$ cat src/rtl/write_back_queue.sv
// Write-back queue: buffers Mem/ALU results ahead of the register bank and
// drains them one per cycle in program order, with pending-write lookup.
module write_back_queue #(
    parameter int unsigned DEPTH = 4
) (
    input  logic        clk,
    input  logic        rst_n,
    input  logic        MemV,
    input  logic [4:0]  MemDir,
    input  logic [31:0] MemData,
    input  logic        AluV,
    input  logic [4:0]  AluDir,
    input  logic [31:0] AluData,
    input  logic        BankHold,
    input  logic [4:0]  ChkRd1,
    input  logic [4:0]  ChkRd2,
    output logic        MemRdy,
    output logic        AluRdy,
    output logic        Rw,
    output logic [4:0]  Dir,
    output logic [31:0] DIn,
    output logic [2:0]  Count,
    output logic        Full,
    output logic        Empty,
    output logic        Busy1,
    output logic        Busy2
);

    localparam int unsigned PW = (DEPTH > 1) ? $clog2(DEPTH) : 1;
    localparam int unsigned CW = $clog2(DEPTH + 1);

    typedef struct packed {
        logic [4:0]  dir;
        logic [31:0] data;
    } wb_entry_t;

    wb_entry_t     fifo_q [DEPTH];
    logic [PW-1:0] rd_ptr;
    logic [PW-1:0] wr_ptr;
    logic [CW-1:0] cnt;
    logic [CW-1:0] cnt_nxt;
    logic [PW-1:0] alu_slot;
    logic          mem_push;
    logic          alu_push;
    logic          pop;
    logic          hit1;
    logic          hit2;

    // Space is judged on the current occupancy only; a same-cycle pop frees nothing.
    assign MemRdy = rst_n && (cnt < CW'(DEPTH));
    assign AluRdy = rst_n && ((cnt <= CW'(DEPTH - 2)) ||
                              ((cnt == CW'(DEPTH - 1)) && !MemV));

    // Writes to r0 are accepted but dropped.
    assign mem_push = MemV && MemRdy && (MemDir != 5'd0);
    assign alu_push = AluV && AluRdy && (AluDir != 5'd0);
    assign pop      = rst_n && (cnt != '0) && !BankHold;

    // Mem result is older, so it takes the first free slot.
    assign alu_slot = mem_push ? (wr_ptr + PW'(1)) : wr_ptr;

    always_comb begin
        cnt_nxt = cnt;
        cnt_nxt = cnt + CW'(mem_push) + CW'(alu_push) - CW'(pop);
    end

    // Storage needs no reset; occupancy is tracked by cnt.
    always_ff @(posedge clk) begin
        if (mem_push) begin
            fifo_q[wr_ptr] <= '{dir: MemDir, data: MemData};
        end
        if (alu_push) begin
            fifo_q[alu_slot] <= '{dir: AluDir, data: AluData};
        end
    end

    always_ff @(posedge clk) begin
        if (!rst_n) begin
            rd_ptr <= '0;
            wr_ptr <= '0;
            cnt    <= '0;
            Rw     <= 1'b0;
            Dir    <= 5'd0;
            DIn    <= 32'd0;
        end else begin
            wr_ptr <= wr_ptr + PW'(mem_push) + PW'(alu_push);
            cnt    <= cnt_nxt;
            Rw     <= pop;
            if (pop) begin
                rd_ptr <= rd_ptr + PW'(1);
                Dir    <= fifo_q[rd_ptr].dir;
                DIn    <= fifo_q[rd_ptr].data;
            end
        end
    end

    // Pending-write lookup over valid entries plus the write on the bank port.
    always_comb begin
        logic [PW-1:0] idx;
        idx  = rd_ptr;
        hit1 = Rw && (Dir == ChkRd1);
        hit2 = Rw && (Dir == ChkRd2);
        for (int k = 0; k < int'(DEPTH); k++) begin
            idx = rd_ptr + PW'(k);
            if (CW'(k) < cnt) begin
                if (fifo_q[idx].dir == ChkRd1) hit1 = 1'b1;
                if (fifo_q[idx].dir == ChkRd2) hit2 = 1'b1;
            end
        end
    end

    assign Busy1 = hit1 && (ChkRd1 != 5'd0);
    assign Busy2 = hit2 && (ChkRd2 != 5'd0);
    assign Count = 3'(cnt);
    assign Full  = (cnt == CW'(DEPTH));
    assign Empty = (cnt == '0);

endmodule

$ cat config.mk
export PLATFORM = sky130hd
export DESIGN_NAME = write_back_queue
export DESIGN_NICKNAME = d
export VERILOG_FILES = /design/src/rtl/write_back_queue.sv
export SDC_FILE = /design/constraint.sdc
export NUM_CORES = 1
export LEC_CHECK = 0
export CORE_MARGIN = 1
export CORE_UTILIZATION = 56
export CTS_CLUSTER_SIZE = 40
export DETAILED_ROUTE_END_ITERATION = 6
export HOLD_SLACK_MARGIN = 0.06
export PLACE_DENSITY = 0.86
export RECOVER_POWER = 50
export SKIP_LAST_GASP = 1
export SLEW_MARGIN = 20
export SYNTH_ARGS = -nofsm -noshare
export SYNTH_HDL_FRONTEND = slang
export SYNTH_SLANG_ARGS = --single-unit
export TNS_END_PERCENT = 100
$ cat constraint.sdc
create_clock -name clk -period 3.4 [get_ports clk]
set_input_delay 0.34 -clock clk [delete_from_list [all_inputs] [get_ports clk]]
set_output_delay 0.34 -clock clk [all_outputs]
set_load 0.1 [all_outputs]
**Word level (Yosys, flattened, before mapping)**

Memories as Yosys holds them, arrays and structs flattened. A register that Yosys moved wholly into a read port is not among the register bits.
Index checks and enable logic that the tools add are counted.

- Register bits after elaboration: 45
- Bits in writable memories: 148
- Input port bits: 89
- Logic and storage cells: 79
- Memories: 1

Memory list:

| memory | words | width | read ports | clocked after memory_dff | wr ports | line | source |
|---|---|---|---|---|---|---|---|
| fifo_q | 4 | 37 | 4 | 1 | 2 | 37 | `wb_entry_t fifo_q [DEPTH];` |

- $add $sub $neg: 9
- $lt $le $gt $ge: 6
- Equal/unequal tests: 12
- Muxes and demuxes: 23
- Reduce and logical (&&, ||, !) cells: 22

Operators by type and width:

| kind | count |
|---|---|
| $eq A5 B5 Y1 | 10 |
| $mux W1 | 20 |
| $reduce_bool A5 Y1 | 4 |
| $logic_and A1 B1 Y1 | 13 |
| $add A3 B1 Y3 | 2 |
| $lt A1 B3 Y1 const A | 2 |
| $lt A2 B3 Y1 const A | 2 |
| $mux W2 | 3 |
| $add A2 B1 Y2 | 2 |
| $add A2 B1 Y2 const B | 2 |
| $add A2 B2 Y2 const B | 2 |
| $eq A3 B2 Y1 const B | 1 |
| $eq A3 B3 Y1 const B | 1 |
| $le A3 B2 Y1 const B | 1 |
| $logic_not A3 Y1 | 1 |
| $lt A3 B3 Y1 const B | 1 |
| $reduce_bool A3 Y1 | 1 |
| $sub A3 B1 Y3 | 1 |
| $logic_not A1 Y1 | 2 |
| $logic_or A1 B1 Y1 | 1 |

**Logic depth before layout (Yosys ltp)**

Gate-level depths: netlist (run 1).

- Depth after elaboration: 11
- Depth in mapped cells: 12

**Worst setup path after synthesis (run 1)**

OpenSTA, ideal clock, no wires.

- Kind: reg-to-reg
- From: register cnt[0], in the netlist Count[0]
- To: register cnt[1], in the netlist Count[1]
- Library setup time: 115 ps
- Data arrival time: 5134 ps
- Required time: 3285 ps
- Path slack: -1849 ps
- Stages on the path, launching flop included: 11
- Path buffers: 2
- Period minus slack after synthesis: 5249 ps
- Path through: dfxtp_1 > nor3_1 > nor2_1 > clkbuf_1 > clkbuf_1 > and2_1 > ha_1 > fa_1 > inv_1 > fa_1 > and2_1

RTL lines:

| what | line | source |
|---|---|---|
| start, declared | 40 | `logic [CW-1:0] cnt;` |
| start signal, assigned | 87 | `cnt <= cnt_nxt;` |
| $reduce_bool A3 Y1 | 57 | `assign pop = rst_n && (cnt != '0) && !BankHold;` |
| $logic_and A1 B1 Y1 (2 in series) | 57 |  |
| net pop | 45 | `logic pop;` |
| $sub A3 B1 Y3 | 64 | `cnt_nxt = cnt + CW'(mem_push) + CW'(alu_push) - CW'(pop);` |
| net cnt_nxt[1] | 41 | `logic [CW-1:0] cnt_nxt;` |

The timed path passes the listed nets, and every way through them passes these cells.
A chain may end at the register's enable or synchronous reset.

==> results of run 1 <==
## cells in the final DEF (no fill, tap or decap), types with 4 or more instances in the layout
cell             Yosys  layout
dfxtp_1             47      43
xnor2_1             30      30
edfxtp_1           148     148
dlygate4sd3_1        0      41
nand4_1              6       6
nor3_1               7       7
mux4_2              52      52
buf_4                2      15
clkbuf_1            26       6
nor4_1               5       5
clkbuf_16            0      17
a21oi_1              6       4
mux2_1              64      64
inv_1                9       9
mux2_2              85      85
and2_1               9       6
buf_12               1       6
xor2_1              23      23
clkdlybuf4s50_1      0      87
nand3_1              4       4
a21boi_0            37      37
ha_1                 7       7
nand2_1             79      77
## flip-flops by register name (all words and copies together), names as in the netlist, named ones only
name / cells
wr_ptr: 2
Dir: 5
fifo_q: 148
Rw: 1
DIn: 32
rd_ptr: 2
Count: 3
## layer usage
layer / vias up / share of wire (%)
met5: - / 0
met1: 3320 / 38
met3: 36 / 6.8
met4: 0 / 2.0
li1: 2924 / -
met2: 281 / 53
## logic make-up (layout without fill, tap and decap cells)
logic type      count (synthesis)  after routing
mux                           204            204
flops                         195            195
fa+ha+maj                      10             10
xor+xnor                       53             53
simple gates                  126            126
buf+inv                        61            201
compound gates                 59             59
## stage by stage
step,cells,util [%],setup WS (ns)
after global routing,1077,69.4,0.0618
after floorplan,708,-,-0.138
final,1077,69.4,0.150
after detailed placement,1045,66.5,0.275
after global placement,1045,66.5,0.311
after CTS,1077,69.8,0.188
## where the power goes
group / switching [mW] / total [mW] / internal (mW)
Clock: 0.937 / 2.06 / 1.13
Combinational: 2.44 / 3.79 / 1.35
Sequential: 0.251 / 3.29 / 3.04
Total: 3.62 / 9.14 / 5.51
## worst min-delay path by stage
stage                     start            end  slack [ns]  depth (start not counted)
finish                  DIn[25]        DIn[25]        0.47                          2
global route             DIn[1]         DIn[1]        0.49                          2
CTS                      DIn[1]         DIn[1]        0.47                          2
detailed placement       DIn[1]         DIn[1]        0.46                          2
global placement         DIn[8]         DIn[8]        0.45                          2
floorplan           AluData[10]  fifo_q[2][10]        0.54                          1
## worst max-delay path: stages
cell             delay, ns
clkdlybuf4s50_1       0.50
or4_1                 0.60
o211ai_2              0.35
nor3_1                0.14
o21ai_4               0.15
buf_2                 0.91
mux2_1                0.43
## cell type report
type / instances / area [sq um]
Multi-Input combinational cell: 452 / 4570
Sequential cell: 195 / 5390
Clock buffer: 18 / 439
Clock inverter: 14 / 166
Tap cell: 229 / 287
Inverter: 10 / 40.0
Fill cell: 1188 / 5500
Timing Repair Buffer: 159 / 1570
==> results.yml, run 1 <==
sta:
  finalHoldViolations: 0
  hold_slack_ns: 0.466
  grt_setup_unrepaired: "no"
  setup_tns_ns: 0
  finalSetupViolCount: 0
  max_slew_margin_pct: -37.6
  finClkSkew_ns: 0.0105
  max_freq_ghz: 0.308
  worstMarginPinSlew_ns: 2.06
  fin_crit_ns: 3.25
  fin_crit_sh_pct: 95.6
  maxSlewViolCount: 40
floorplanning:
  dieArea_sq_um: 18800
  start_util_pct: 57.0
  placeableCoreArea_sq_um: 18000
  top_level_ports: 136
  die_w_um: 137
  rows: 49
  die_h_um: 137
synthesis:
  yosys.cell_count.top_type: "edfxtp_1"
  ys_top_cells_by_count: "edfxtp_1, mux2_2, nand2_1"
  synth_edf_count: 148
  syn-cell-area_sq_um: 10200
  synthMuxAreaShare_pct: 28.1
  netlist_top_cells_area: "edfxtp_1, mux4_2, mux2_2"
  seq_area_frac_synth_pct: 52.6
  synth-seq-cells: 195
  synthSimpleGateAreaFrac_pct: 5.71
  ys.flop_type: "edfxtp_1"
  synth_xor_area_share_pct: 4.54
  synth_top_family_by_area: "multiplexers"
  synth-async-reset-ratio_pct: 0
  synth_cells: 708
  avgSynthCellArea_sq_um: 14.5
  synthesis.nets: 807
  synth-compound-area-share_pct: 4.30
  yosysTopAreaCellShare_pct: 43.4
  yosysUniqueCellTypes: 50
  yosys_warnings: 0
  synth_adder_area_share_pct: 1.44
  synth_area_leader_cell: "edfxtp_1"
finish:
  areaGrowthSynthToFinish_pct: 21.8
  nNetsFinal: 934
  layout-drive-gt1-share_pct: 25.4
  insertedDiodeCount: 0
  fin_area_sq_um: 12500
global_routing:
  antenna_found_initial: 0
  grt_first_pass_wirelength_um: 38400
  grt_overflow: 0
  use_met3_pct: 6.11
  busiest_layer: "met2"
  gr-usage-met1_pct: 33.6
  grt_start_max_net_pins: 48
  grt_pass1_vias: 6889
  grt_util_all_layers_pct: 28.0
  use_met2_pct: 49.5
flow_run:
  maxCapViolCount: 1
setup_path:
  reg2reg_from: "Count[2]"
  crit_path_max_fanout: 38
  crit_path_end: "fifo_q[0][17]"
  cp-end-kind: "flop"
  worstSetupStartpointType: "primary input"
  worstSetupPathType: "in2reg"
  arrival_ns: 3.43
  r2r_setup_slack_ns: 0.19
  timing.rr.end: "fifo_q[0][17]"
  worstRegToRegCells: 9
  crit_required_ns: 3.58
  crit_path_start: "MemDir[2]"
power_and_ir_drop:
  power.total_mw: 9.14
  vdd_drop_max_v: 0.000556
  leakage_nw: 4.24
  power_density_nw_per_um2: 733
route:
  ant_nets: 0
  routedWlPerCell_um: 23.2
  vias: 6561
  drtIter0Drc: 390
  routed_via_density: 6.09
  drc_errors: 0
  dr.pass1.iters: 5
  wirelength_um: 25000
clock_network:
  cts.repair.resized: 0
  clk_latency_ns: 0.44
  root_buffer: "clkbuf_16"
  cts.clk_slew.worst_paths_ns: 0.07
  h-tree-depth: 4
  cts_setup_buffers: 0
  cts_hold_buffers: 0
  cts_made_buffers: 17
  clockBufferDepth: 2
  clock_sinks: 195
  cts_tree: "built"
place:
  finalWeightedCongestion: 0.949
  dp_hpwl_um: 16500
  port_buffers: 135
  placed_area_sq_um: 11900
run_status:
  status: "complete, but fails checks"
  violations: "max-capacitance violations, max-slew violations"
hold_path:
  hp-class: "reg2reg"
Note: power is estimated with default switching activity, not from simulation.
==> inputs of run 2 (changes only) <==
- GPL_TIMING_DRIVEN: not set -> 0
- TNS_END_PERCENT: 100 -> not set
==> run 2 against run 1 <==
Against the previous run:
- the flow finishes with violations (negative setup slack)
- non-clock buffer count is 17 higher
- hold slack gained 0.0021 ns
- global-route usage shrank 1.0 points
- via count grew 1.5%
- first-iteration DRC count is 23% higher
- maximum frequency decreased by 5.0%
- register-to-register slack better by 0.06 ns
- cell area down 0.71%
- sequential share of layout area increased by 0.27 points
- largest cell class unchanged
- highest routed layer unchanged
==> results.yml, run 2 (same netlist as run 1, synthesis figures left out) <==
setup_path:
  arrival_ns: 3.49
  critPathSlowestCell: "o211ai_1"
  worstRegToRegCells: 10
  crit_required_ns: 3.47
  cp-end-kind: "flop"
  cp_cell_sequence: "clkdlybuf4s50_1 -> or4_4 -> o211ai_1 -> nand3_1 -> a21oi_1 -> buf_2 -> buf_6 -> a21o_4"
  crit_path_max_fanout: 37
  critPathMaxStageDelay_ns: 0.64
  reg2reg_from: "Count[1]"
  worstSetupStartpointType: "primary input"
  r2r_setup_slack_ns: 0.25
  worstSetupPathType: "in2reg"
  timing.rr.end: "Count[1]"
clock_network:
  h-tree-depth: 4
  cts_tree: "built"
  cts_made_buffers: 17
  clk_latency_ns: 0.44
  cts.clk_slew.worst_paths_ns: 0.07
  root_buffer: "clkbuf_16"
  cts_setup_buffers: 0
  clock_sinks: 195
  clockBufferDepth: 2
place:
  port_buffers: 125
  dp_slack_ns: -0.430
  finalWeightedCongestion: 0.964
  dp_hpwl_um: 16000
global_routing:
  grt_pass1_vias: 6721
  grt_util_all_layers_pct: 27.0
  grt_start_max_net_pins: 38
  grt_overflow: 0
  grt_first_pass_wirelength_um: 36700
  antenna_found_initial: 0
hold_path:
  min_to: "DIn[30]"
  hold_path_depth: 2
  min_from: "DIn[30]"
  hp-class: "reg2reg"
floorplanning:
  die_h_um: 137
  placeableCoreArea_sq_um: 18000
  start_util_pct: 57.0
  die_w_um: 137
  dieArea_sq_um: 18800
  rows: 49
  top_level_ports: 136
sta:
  fin_crit_sh_pct: 101
  max_slew_margin_pct: 30.3
  max_freq_ghz: 0.292
  maxSlewViolCount: 0
  worstMarginPinSlew_ns: 1.04
  hold_slack_ns: 0.468
  fin_crit_ns: 3.42
  finClkSkew_ns: 0.0131
  grt_setup_unrepaired: "yes"
  setup_ws_ns: -0.0201
  finalSetupViolCount: 17
  finalHoldViolations: 0
finish:
  layout.cells.most_common_list: "edfxtp_1, mux2_2, clkdlybuf4s50_1"
  nNetsFinal: 951
  layout-drive-gt1-share_pct: 23.8
  top_regs: "fifo_q (148), DIn (32), Dir (5)"
  insertedDiodeCount: 0
  nFillCells: 1258
  largest_reg_flops: 148
  areaGrowthSynthToFinish_pct: 20.9
  largest_register: "fifo_q"
  final_common_cell: "edfxtp_1"
route:
  dr.pass1.iters: 5
  wirelength_um: 24300
  drtIter0Drc: 479
  drc_errors: 0
  routedWlPerCell_um: 22.2
  vias: 6659
  ant_nets: 0
  routed_via_density: 6.09
run_status:
  status: "complete, but fails checks"
  violations: "negative setup slack"
power_and_ir_drop:
  power_density_nw_per_um2: 733
  leakage_nw: 4.22
  vdd_drop_max_v: 0.000518
flow_run:
  maxCapViolCount: 0
-- run 2: worst max-delay path by stage --
stage / to / from / cells past startpoint / slack [ns]
2_1_floorplan: Count[1] / Count[0] / 10 / -0.14
3_3_place_gp: fifo_q[3][2] / MemDir[1] / 8 / -0.42
3_5_place_dp: fifo_q[3][2] / MemDir[1] / 8 / -0.43
4_1_cts: Busy1 / rd_ptr[0] / 8 / -0.06
5_1_grt: Busy2 / flop / 8 / -0.09
6_report: fifo_q[3][6] / MemDir[1] / 8 / -0.02
-- run 2: layout make-up --
type / count / area, sq um / share of cell area, %
Buffer: 51 / 274 / 2.21
Sequential cell: 195 / 5390 / 43.5
Clock inverter: 13 / 160 / 1.29
Multi-Input combinational cell: 452 / 4550 / 36.7
Timing Repair Buffer: 125 / 1250 / 10.1
Inverter: 10 / 40.0 / 0.324
Clock buffer: 19 / 433 / 3.50
Tap cell: 229 / 287 / 2.32
-- run 2: stage by stage --
step	instances	utilization [%]	area (sq um)	total power, mW	TNS (ns)
floorplan	708	-	10300	6.17	-0.138
global placement	1062	65.8	11800	7.09	-51.66
detailed placement	1062	65.8	11800	7.15	-52.97
CTS	1094	69.1	12400	9.17	-0.0593
global route	1094	68.9	12400	9.41	-3.23
finish	1094	68.9	12400	9.07	-0.160
-- run 2: power breakdown --
part           internal, mW  switching, mW  total [mW]
clock                  1.16          0.881        2.04
combinational          1.32           2.46        3.78
sequential             3.04          0.218        3.26
-- run 2: timing repair --
item / 4_1_cts / 5_1_grt
endpoints found under the setup margin: 39 / 77
resized for setup: 14 / 7
hold buffers: 0 / 0
-- run 2: worst max-delay path, delay by kind of cell --
family                 cells  cell delay (ns)
AOI/OAI and AO/OA          3             1.33
buffers and inverters      3             1.08
and+or+nand+nor            2             0.71
-- run 2: metal layers --
layer	up-vias	global-route usage, %	routed length, um	part of all wire (%)
li1	2969	-	-	-
met1	3369	33.6	9720	40
met2	280	47.3	12600	52
met3	41	5.63	1520	6.3
met4	0	8.30	402	1.7
met5	-	0	0	0
==> inputs of run 3 (changes only) <==
- ABC_AREA: not set -> 1
==> run 3 against run 2 <==
Against the previous run:
- combinational power increased by 35%
- the flow now finishes without violations
- cell area is 1.0% higher
- total power up 15%
- sequential power increased by 5%
- routed wire length increased by 30%
- sequential share of layout area fell by 0.43 points
- non-clock buffer count up 33
- hold slack got worse by 0.0061 ns
- critical endpoint is now Count[1]
- final cell count up 54%
==> results.yml, run 3 <==
sta:
  max_freq_ghz: 0.302
  maxSlewViolCount: 0
  finalSetupViolCount: 0
  max_slew_margin_pct: 25.7
  fin_crit_ns: 3.31
  fin_crit_sh_pct: 97.4
  worstMarginPinSlew_ns: 1.11
  finClkSkew_ns: 0.00728
  finalHoldViolations: 0
  grt_setup_unrepaired: "no"
finish:
  seq_area_sq_um: 5390
  top_regs: "fifo_q (148), DIn (32), Dir (5)"
  layout-drive-gt1-share_pct: 5.20
  final_cells: 1690
  multi_input_area_sq_um: 4310
  largest_register: "fifo_q"
  final_common_cell: "nand2_1"
  areaGrowthSynthToFinish_pct: 20.9
  nNetsFinal: 1547
  nFillCells: 1455
  largest_reg_flops: 148
  layout.cells.most_common_list: "nand2_1, o21ai_0, edfxtp_1"
  insertedDiodeCount: 0
  utilization_pct: 69.3
synthesis:
  yosysUniqueCellTypes: 33
  synth-seq-cells: 195
  synth_cells: 1296
  ys_top_cells_by_count: "nand2_1, edfxtp_1, o21ai_1"
  yosys_warnings: 0
  ys.flop_type: "edfxtp_1"
  avgSynthCellArea_sq_um: 7.98
  netlist_top_cells_area: "edfxtp_1, nand2_1, dfxtp_1"
  yosysTopAreaCellShare_pct: 43.0
  syn-cell-area_sq_um: 10300
  synth_area_leader_cell: "edfxtp_1"
  synthesis.nets: 1395
  yosys.cell_count.top_type: "nand2_1"
  synth_edf_count: 148
  seq_area_frac_synth_pct: 52.1
  synth-async-reset-ratio_pct: 0
clock_network:
  cts_hold_buffers: 0
  cts_made_buffers: 17
  clk_latency_ns: 0.45
  cts_setup_buffers: 0
  cts_tree: "built"
  root_buffer: "clkbuf_16"
  clock_sinks: 195
  h-tree-depth: 4
  cts.clk_slew.worst_paths_ns: 0.07
  clockBufferDepth: 2
power_and_ir_drop:
  vdd_drop_max_v: 0.000630
  power_density_nw_per_um2: 838
  leakage_nw: 5.42
  power.total_mw: 10.5
route:
  ant_nets: 0
  dr.pass1.iters: 7
  routed_via_density: 5.96
  vias: 10100
  drtIter0Drc: 1407
  drc_errors: 0
  wirelength_um: 31600
  top_layer: "met4"
  routedWlPerCell_um: 18.7
  wl_met3_um: 3540
  m1WireLength_um: 12200
  wl_met2_um: 14900
global_routing:
  grt_pass1_vias: 9329
  grt_overflow: 0
  grt_start_max_net_pins: 38
  grt_util_all_layers_pct: 34.1
  grt_first_pass_wirelength_um: 48100
  antenna_found_initial: 0
place:
  port_buffers: 133
  dp_hpwl_um: 21600
  finalWeightedCongestion: 0.980
  post-place-cells: 1658
setup_path:
  worstSetupStartpointType: "primary input"
  worstSetupPathType: "in2reg"
  crit_path_max_fanout: 10
  crit_required_ns: 3.74
  cp-end-kind: "flop"
  arrival_ns: 3.66
floorplanning:
  start_util_pct: 57.4
  dieArea_sq_um: 19000
  die_h_um: 138
  top_level_ports: 136
  placeableCoreArea_sq_um: 18000
  die_w_um: 138
  rows: 49
run_status:
  status: "completed"
flow_run:
  maxCapViolCount: 0
hold_path:
  hp-class: "reg2reg"
==> run 3: final cells by class <==
| cell class | instances | area share [%] |
|---|---|---|
| buffer | 76 | 2.71 |
| clock buffer | 19 | 3.54 |
| clock inverter | 13 | 0.891 |
| inverter | 78 | 2.34 |
| multi-input combinational | 947 | 34.5 |
| sequential | 195 | 43.1 |
| tap | 229 | 2.29 |
| timing repair buffer | 133 | 10.6 |
==> run 3: kinds of logic (layout without fill, tap and decap cells) <==
| family | Yosys count | in the layout | share of synthesized area (%) |
|---|---|---|---|
| AND/OR/NAND/NOR | 658 | 658 | 25.6 |
| flip-flops | 195 | 195 | 52.1 |
| XOR/XNOR | 3 | 3 | 0.327 |
| buffers and inverters | 154 | 319 | 6.55 |
| AO/OA/AOI/OAI | 276 | 276 | 14.0 |
| adder cells (fa/ha/maj) | 10 | 10 | 1.43 |
==> run 3: worst paths after layout <==
check,startpoint,to,slack [ns],cells past startpoint
max,rst_n,Count[1],0.09,11
min reg2reg,DIn[19],DIn[19],0.46,2
max reg2reg,Count[1],fifo_q[1][19],0.16,9
min,DIn[19],DIn[19],0.46,2
==> run 3: critical path: stages <==
cell and delay, ns:
dlygate4sd3_1 0.56, inv_2 0.11, nor3_1 0.42, buf_2 0.33, clkbuf_1 0.55, ha_1 0.36
fa_1 0.36, inv_1 0.08, fa_1 0.41, nand2_1 0.08, inv_1 0.04
==> run 3: routing by layer <==
| metal | global-route usage, % | vias to the layer above |
|---|---|---|
| met4 | 14.5 | 0 |
| met3 | 5.41 | 101 |
| met2 | 55.8 | 764 |
| met1 | 45.1 | 4538 |
| met5 | 0 | - |
| li1 | - | 4672 |
==> run 3: what timing repair did <==
item | CTS | global route
resized for setup | 6 | 2
setup endpoints to repair | 2 | 1
pin swaps | 0 | 0
cloned | 0 | 0
==> run 3: per-stage QoR <==
stage / hold slack [ns] / cell area (sq um) / setup WS (ns) / setup TNS [ns]
3_5_place_dp: 0.456 / 12000 / -0.264 / -7.27
5_1_grt: 0.467 / 12500 / 0.00979 / 0
2_1_floorplan: 0.417 / 10400 / 0.0881 / 0
6_report: 0.462 / 12500 / 0.0887 / 0
3_3_place_gp: 0.454 / 12000 / -0.246 / -0.480
4_1_cts: 0.466 / 12600 / 0.158 / 0
==> run 3: report_power, final <==
part | internal (mW) | total, mW | switching, mW
sequential | 3.19 | 3.43 | 0.237
combinational | 1.27 | 5.10 | 3.83
clock | 0.982 | 1.95 | 0.965
